### src/rtl/fc_layer_par.sv
// fc_layer_par: fully-connected layer y = act(sat(W*x + b)) with P parallel MAC lanes.
//
// Ports:
//   clk, reset         clock; asynchronous active-low reset
//   s_valid/s_ready    input stream of x elements (data_in), one per accepted beat
//   m_valid/m_ready    output stream of y elements (data_out), y[0] first
//   w_wr_en/w_addr/w_data  weight write port, row-major index row*N+col
//   b_wr_en/b_addr/b_data  bias write port
//   state_dbg          current FSM state (0 LOAD, 1 MAC, 2 OUT)
//
// Handshake: a word moves on a rising edge where valid && ready are both high.
// While m_valid is high and m_ready low, data_out and m_valid hold steady.
module fc_layer_par #(
  parameter int M    = 6,
  parameter int N    = 8,
  parameter int T    = 16,
  parameter int P    = 2,
  parameter int F    = 0,
  parameter int RELU = 1
) (
  input  logic                         clk,
  input  logic                         reset,
  input  logic                         s_valid,
  output logic                         s_ready,
  input  logic signed [T-1:0]          data_in,
  output logic                         m_valid,
  input  logic                         m_ready,
  output logic signed [T-1:0]          data_out,
  input  logic                         w_wr_en,
  input  logic [$clog2(M*N)-1:0]       w_addr,
  input  logic signed [T-1:0]          w_data,
  input  logic                         b_wr_en,
  input  logic [$clog2(M)-1:0]         b_addr,
  input  logic signed [T-1:0]          b_data,
  output logic [1:0]                   state_dbg
);

  localparam int G  = M / P;
  localparam int WA = $clog2(M*N);
  localparam int BA = $clog2(M);
  localparam int KW = (N > 1) ? $clog2(N) : 1;
  localparam int GW = (G > 1) ? $clog2(G) : 1;
  // Wide enough that N products plus a bias never overflow.
  localparam int AW = 2*T + $clog2(N+1) + F;

  localparam logic signed [AW-1:0] SAT_MAX = AW'((64'sd1 <<< (T-1)) - 64'sd1);
  localparam logic signed [AW-1:0] SAT_MIN = ~SAT_MAX;
  localparam logic signed [T-1:0]  MAX_T   = {1'b0, {(T-1){1'b1}}};
  localparam logic signed [T-1:0]  MIN_T   = {1'b1, {(T-1){1'b0}}};

  typedef enum logic [1:0] {S_LOAD = 2'd0, S_MAC = 2'd1, S_OUT = 2'd2} state_t;

  state_t state_q, state_d;

  logic [KW-1:0] in_cnt, k_cnt;
  logic [GW-1:0] g_cnt;
  logic [BA-1:0] out_cnt;
  logic          rdy_q;

  logic signed [T-1:0] w_mem [M*N];
  logic signed [T-1:0] b_mem [M];
  logic signed [T-1:0] x_mem [N];
  logic signed [T-1:0] ybuf  [M];

  logic signed [T-1:0] y_lane   [P];
  logic [BA-1:0]       row_lane [P];

  logic k_last, g_last, in_last, out_last;

  assign k_last   = (k_cnt == KW'(N-1));
  assign g_last   = (g_cnt == GW'(G-1));
  assign in_last  = (in_cnt == KW'(N-1));
  assign out_last = (out_cnt == BA'(M-1));

  // ---------------------------------------------------------------- lanes
  for (genvar p = 0; p < P; p++) begin : g_lane
    logic [BA-1:0]        row;
    logic [WA-1:0]        widx;
    logic signed [2*T-1:0] prod;
    logic signed [AW-1:0] base, sum, shifted, acc_q;
    logic signed [T-1:0]  sat, y;

    assign row  = BA'(int'(g_cnt) * P + p);
    assign widx = WA'(int'(row) * N + int'(k_cnt));
    assign prod = w_mem[widx] * x_mem[k_cnt];
    // First column of a group restarts the accumulation from the scaled bias.
    assign base    = (k_cnt == '0) ? (AW'(b_mem[row]) <<< F) : acc_q;
    assign sum     = base + AW'(prod);
    assign shifted = sum >>> F;

    always_comb begin
      sat = shifted[T-1:0];
      if (shifted > SAT_MAX)      sat = MAX_T;
      else if (shifted < SAT_MIN) sat = MIN_T;
      y = ((RELU != 0) && sat[T-1]) ? '0 : sat;
    end

    always_ff @(posedge clk or negedge reset) begin
      if (!reset)               acc_q <= '0;
      else if (state_q == S_MAC) acc_q <= sum;
    end

    assign y_lane[p]   = y;
    assign row_lane[p] = row;
  end

  // ---------------------------------------------------------------- storage (not reset)
  always_ff @(posedge clk) begin
    if (w_wr_en && (int'(w_addr) < M*N)) w_mem[w_addr] <= w_data;
    if (b_wr_en && (int'(b_addr) < M))   b_mem[b_addr] <= b_data;
    if (state_q == S_LOAD && s_valid && s_ready) x_mem[in_cnt] <= data_in;
    if (state_q == S_MAC && k_last) begin
      for (int p = 0; p < P; p++) ybuf[row_lane[p]] <= y_lane[p];
    end
  end

  // ---------------------------------------------------------------- FSM
  always_ff @(posedge clk or negedge reset) begin
    if (!reset) state_q <= S_LOAD;
    else        state_q <= state_d;
  end

  // Holds s_ready low through reset and until the first edge after release.
  always_ff @(posedge clk or negedge reset) begin
    if (!reset) rdy_q <= 1'b0;
    else        rdy_q <= 1'b1;
  end

  always_comb begin
    state_d   = state_q;
    s_ready   = 1'b0;
    m_valid   = 1'b0;
    data_out  = '0;
    state_dbg = state_q;
    case (state_q)
      S_LOAD: begin
        s_ready = rdy_q;
        if (s_valid && rdy_q && in_last) state_d = S_MAC;
      end
      S_MAC: begin
        if (k_last && g_last) state_d = S_OUT;
      end
      S_OUT: begin
        m_valid  = 1'b1;
        data_out = ybuf[out_cnt];
        if (m_ready && out_last) state_d = S_LOAD;
      end
      default: state_d = S_LOAD;
    endcase
  end

  always_ff @(posedge clk or negedge reset) begin
    if (!reset) begin
      in_cnt  <= '0;
      k_cnt   <= '0;
      g_cnt   <= '0;
      out_cnt <= '0;
    end else begin
      case (state_q)
        S_LOAD: if (s_valid && s_ready) in_cnt <= in_last ? '0 : in_cnt + 1'b1;
        S_MAC: begin
          if (k_last) begin
            k_cnt <= '0;
            g_cnt <= g_last ? '0 : g_cnt + 1'b1;
          end else begin
            k_cnt <= k_cnt + 1'b1;
          end
        end
        S_OUT: if (m_ready) out_cnt <= out_last ? '0 : out_cnt + 1'b1;
        default: ;
      endcase
    end
  end

endmodule

### config.mk
export PLATFORM = sky130hd
export DESIGN_NAME = fc_layer_par
export DESIGN_NICKNAME = d
export VERILOG_FILES = /design/src/rtl/fc_layer_par.sv
export SDC_FILE = /design/constraint.sdc
export NUM_CORES = 2
export LEC_CHECK = 0
export CORE_ASPECT_RATIO = 2
export CORE_MARGIN = 5
export CORE_UTILIZATION = 35
export DETAILED_ROUTE_END_ITERATION = 10
export DONT_BUFFER_PORTS = 1
export PLACE_DENSITY = 0.6
export SLEW_MARGIN = 20
export SYNTH_ARGS = -nofsm -noshare
export SYNTH_HDL_FRONTEND = slang
export SYNTH_SLANG_ARGS = --single-unit
### constraint.sdc
create_clock -name clk -period 11.6 [get_ports clk]
set_clock_uncertainty 0.2 [all_clocks]
set_input_delay 2.9 -clock clk [delete_from_list [all_inputs] [get_ports clk]]
set_output_delay 2.9 -clock clk [all_outputs]
set_load 0.02 [all_outputs]
## Word level (Yosys, flattened, before mapping)

Memories as Yosys holds them, arrays and structs flattened.
Cells that the tools add are included.

| word-level totals | value |
|---|---|
| register bits after elaboration | 86 |
| latch bits | 0 |
| bits in writable memories | 1082 |
| memory bits (read-only) | 0 |
| bits of input ports | 63 |
| word-level logic and storage cells | 81 |
| memories | 4 |

| operators by class | value |
|---|---|
| add/sub/neg operators | 9 |
| $mul | 2 |
| div/mod/pow operators | 0 |
| $lt $le $gt $ge | 6 |
| equality and inequality tests | 9 |
| shifts and indexed selects | 0 |
| multiplexer cells | 27 |
| bitwise operators | 0 |
| reductions and logical operators | 16 |

Memories:

| memory | words | width | read ports | clocked after memory_dff | wr ports | line | source |
|---|---|---|---|---|---|---|---|
| w_mem | 48 | 16 | 2 | 0 | 1 | 60 | `logic signed [T-1:0] w_mem [M*N];` |
| x_mem | 8 | 16 | 1 | 0 | 1 | 62 | `logic signed [T-1:0] x_mem [N];` |
| b_mem | 6 | 16 | 2 | 0 | 1 | 61 | `logic signed [T-1:0] b_mem [M];` |
| ybuf | 6 | 15 | 1 | 0 | 2 | 63 | `logic signed [T-1:0] ybuf [M];` |

Operator list:

| cell | count |
|---|---|
| $mux 16 | 5 |
| $add 36x32->36 | 2 |
| $gt 36x16->1 const B | 2 |
| $lt 36x16->1 const B | 2 |
| $mux 36 | 2 |
| $mul 16x16->32 | 2 |
| $mux 15 | 2 |
| $add 3x1->3 const B | 4 |
| $add 6x3->6 | 2 |
| $logic_and 1x1->1 | 10 |
| $mux 1 | 10 |
| $eq 3x3->1 const B | 3 |
| $mux 3 | 3 |
| $mux 2 | 4 |
| $lt 6x6->1 const B | 1 |
| $pmux 2 s3 | 1 |
| $reduce_and 2->1 | 3 |
| $eq 2x2->1 const B | 2 |
| $ne 2x1->1 const B | 2 |
| $logic_not 3->1 | 1 |
| $lt 3x3->1 const B | 1 |
| $reduce_and 3->1 | 1 |
| $add 2x1->2 const B | 1 |
| $eq 2x1->1 const B | 1 |
| 2 further kinds | 2 |

## Logic depth before layout (Yosys ltp)

An unclocked memory read counts as a cell.

| depth | value |
|---|---|
| word-level depth | 9 |
| mapped depth | 35 |
| mapped depth without buffers | 28 |

## Worst setup path after synthesis

OpenSTA, ideal clock, no wires.

| path | value |
|---|---|
| path type | reg-to-reg |
| start | register k_cnt[0] |
| end | memory ybuf[0][3] (netlist bit), data pin |
| data arrival time | 8.841 ns |
| required time | 11.100 ns |
| setup slack | 2.258 ns |
| stages on the path, launching flop included | 31 |
| buffers on the path | 6 |
| clock period less this slack | 9.342 ns |
| cell sequence | dfrtp_1 buf_4 buf_4 buf_1 mux4_2 mux4_2 o21ai_0 clkbuf_1 nor2_1 fa_1 fa_1 inv_1 fa_1 inv_1 fa_1 fa_1 inv_1 fa_1 inv_1 ha_1 clkbuf_1 nand2_1 o21ai_0 or2_2 a211o_1 a31oi_4 mux2i_1 or4_4 nor4b_4 buf_6 a41oi_1 |

RTL lines:

| element | line | source |
|---|---|---|
| from (decl) | 55 | `logic [KW-1:0] in_cnt, k_cnt;` |
| from (signal assigned) | 166 | `k_cnt <= k_cnt + 1'b1;` |
| to (decl) | 63 |  |

==> flow_metrics.env <==
export IMPL_timing_reg2reg_setup_slack_ps=1110
export IMPL_num_vias=40026
export IMPL_max_cap_viol_count=0
export IMPL_dp_hpwl_um=139000
export IMPL_r2r_cells=22
export IMPL_netlist_instances=5004
export IMPL_cts_tree="done"
export IMPL_clk_pin_slew_ps=70
export IMPL_rr_endpoint="ybuf[2][7]"
export IMPL_dr_pass1_iters=5
export IMPL_fillCellCount=18324
export IMPL_layout_drive_gt1_share_pct=13.6
export IMPL_num_rows=231
export IMPL_synth_compound_area_share_pct=3.93
export IMPL_die_height_um=639
export IMPL_drc_errors=0
export IMPL_slew_violations=0
export IMPL_ctsHtreeMaxLevel=3
export IMPL_synth_area_mm2=0.0693
export IMPL_core_area_mm2=0.197
export IMPL_syn_to_final_growth_pct=10.3
export IMPL_synth_adder_area_share_pct=22.1
export IMPL_io_buffers=0
export IMPL_clockBufferDepth=3
export IMPL_start_util_pct=35.1
export IMPL_synth_top_family_by_area="adder cells"
export IMPL_async_reset_ff_share_pct=7.36
export IMPL_fin_util_pct=38.7
export IMPL_ys_warn_count=0
export IMPL_seq_area_frac_synth_pct=50.0
export IMPL_path_cells="buf_4 -> mux4_2 -> mux2i_4 -> buf_4 -> nand2b_1 -> fa_1 -> fa_1 -> inv_1 -> fa_1 -> fa_1 -> fa_1 -> inv_1 -> fa_1 -> inv_1 -> ha_1 -> a21o_1 -> a2111oi_0 -> a211oi_1 -> or4_4 -> nor4b_4 -> buf_4 -> a41oi_1"
export IMPL_hold_class="reg2reg"
export IMPL_slowest_delay_ps=870
export IMPL_layout_common_cells="1082 x edfxtp_1, 685 x inv_1, 628 x fa_1"
export IMPL_clock_sinks=1168
export IMPL_critPathKind="reg2reg"
export IMPL_ant_nets=0
export IMPL_grt_overflow=0
export IMPL_crit_cells=22
export IMPL_final_common_cell="edfxtp_1"
export IMPL_timing_setup_tns_ps=0
export IMPL_cts_hold_buf=0
export IMPL_crit_path_frequent_cell="fa_1"
export IMPL_antenna_found_initial=5
export IMPL_cp_max_fo=28
export IMPL_post_cts_setup_buffers=0
export IMPL_gp_congestion=0.915
export IMPL_synth_cell_types=76
export IMPL_cp_slowest_cell="a2111oi_0"
export IMPL_synth_edf_count=1082
export IMPL_critPathTopFamily="adder cells"
export IMPL_grt_usage_pct=18.0
export IMPL_synth_simple_area_share_pct=7.55
export IMPL_synthMuxAreaShare_pct=10.4
export IMPL_grt_pass1_vias=44338
export IMPL_layout_nets=5934
export IMPL_grt_pass1_wl_um=281000
export IMPL_worst_slew_pin_slew_ps=1030
export IMPL_first_iter_violations=2484
export IMPL_synthXorXnorAreaFrac_pct=0.910
export IMPL_relSlewSlack_pct=31.1
export IMPL_wirelength_um=188000
export IMPL_period_share_pct=90.5
export IMPL_rsz0062_at_grt="no"
export IMPL_hold_viol=0
export IMPL_fmax_ghz=0.0953
export IMPL_startpoint="k_cnt[0]"
export IMPL_crit_end="ybuf[2][7]"
export IMPL_synth_area_per_cell_um2=13.9
export IMPL_setup_viol=0
export IMPL_status="finished clean"
export IMPL_fin_crit_ps=10490
export IMPL_arrival_ps=10720
export IMPL_cts_resized=0
export IMPL_syn_nets=5914
export IMPL_cts_buffers=102
export IMPL_ys_flop_type="edfxtp_1"
export IMPL_start_kind="flop"
export IMPL_crit_required_ps=11830
export IMPL_path_buf_inv=6
export IMPL_yosys_register_bits=1168
export IMPL_dieArea_mm2=0.208
export IMPL_grt_max_degree=87
export IMPL_routedWlPerCell_um=24.5
export IMPL_chipWidth_um=325
export IMPL_insertion_delay_ps=740
export IMPL_clockRootBuffer="clkbuf_16"
export IMPL_via_per_inst=5.21
export IMPL_reg2reg_from="k_cnt[0]"
export IMPL_cp_end_kind="flop"
export IMPL_ioPinCount=83
[synthesized netlist by cell type, types with 47 or more instances]
cell type	instances	area share, %
nor2b_1	75	0.68
edfxtp_1	1082	47
nor2_1	377	2.0
a21oi_1	110	0.79
fa_1	628	18
dfrtp_1	86	3.1
nand2_1	520	2.8
mux4_2	270	8.8
inv_1	685	3.7
xnor2_1	47	0.59
mux2i_1	100	1.4
o21ai_0	113	0.82
ha_1	219	4.0
nand2b_1	49	0.44
clkbuf_1	158	0.86
[through the flow]
step / setup slack, ps / hold slack (ps) / area [um^2] / std cells
floorplan: 2260 / 239 / 69300 / 5004
detailed placement: 1120 / 262 / 73100 / 7483
global route: 512 / 291 / 76400 / 7678
global placement: 1160 / 258 / 73100 / 7483
CTS: 1120 / 282 / 76400 / 7677
finish: 1110 / 279 / 76400 / 7680
[sequential cells by signal, indices dropped and copies added (netlist names), 2 cells and up]
name,count
k_cnt,3
ybuf,90
in_cnt,3
x_mem,128
g_cnt,2
g_lane.acc_q,72
state_dbg,2
w_mem,768
b_mem,96
out_cnt,3
[worst min-delay path, stage by stage (launching register included)]
cell	delay [ps]
dfrtp_1	340
nand2_1	50
nand2_1	60
[logic make-up (layout without fill, tap and decap cells)]
logic type | after synthesis | count (layout)
other | 2 | 5
multiplexers | 383 | 383
adder cells (fa/ha/maj) | 847 | 847
AND/OR/NAND/NOR | 1189 | 1189
AO/OA/AOI/OAI | 423 | 423
buffers and inverters | 920 | 1030
XOR/XNOR | 72 | 72
flip-flops | 1168 | 1168
[per-layer routing]
layer / track usage [%] / vias to the layer above / wire length (um)
li1: - / 17299 / -
met1: 17.9 / 21188 / 61700
met2: 35.7 / 1088 / 106000
met3: 2.36 / 451 / 7280
met4: 10.0 / 0 / 12300
met5: 0 / - / 0
[how the worst min path moves through the flow]
| stage | startpoint | endpoint | slack (ps) | cells after the start |
|---|---|---|---|---|
| after floorplan | g_lane[0].acc_q[24] | g_lane[0].acc_q[24] | 240 | 2 |
| after CTS | g_lane[1].acc_q[0] | g_lane[1].acc_q[0] | 280 | 2 |
| final | g_lane[0].acc_q[3] | g_lane[0].acc_q[3] | 280 | 2 |
| after global placement | g_lane[1].acc_q[2] | g_lane[1].acc_q[2] | 260 | 2 |
| after global routing | g_lane[1].acc_q[32] | g_lane[1].acc_q[32] | 290 | 2 |
| after detailed placement | g_lane[0].acc_q[8] | g_lane[0].acc_q[8] | 260 | 2 |
[layout make-up]
type	instances	area (um^2)	share of cell area, %
Tap cell	2563	3210	4.19
Inverter	685	2570	3.36
Antenna cell	3	7.51	0.00982
Sequential cell	1168	34700	45.3
Timing Repair Buffer	151	1230	1.61
Clock buffer	132	2690	3.51
Multi-Input combinational cell	2916	31400	41.1
Clock inverter	62	661	0.864
Power is left out: the tool's default activity adds up to more than one toggle a clock period on the data nets, which glitch-free logic cannot reach.
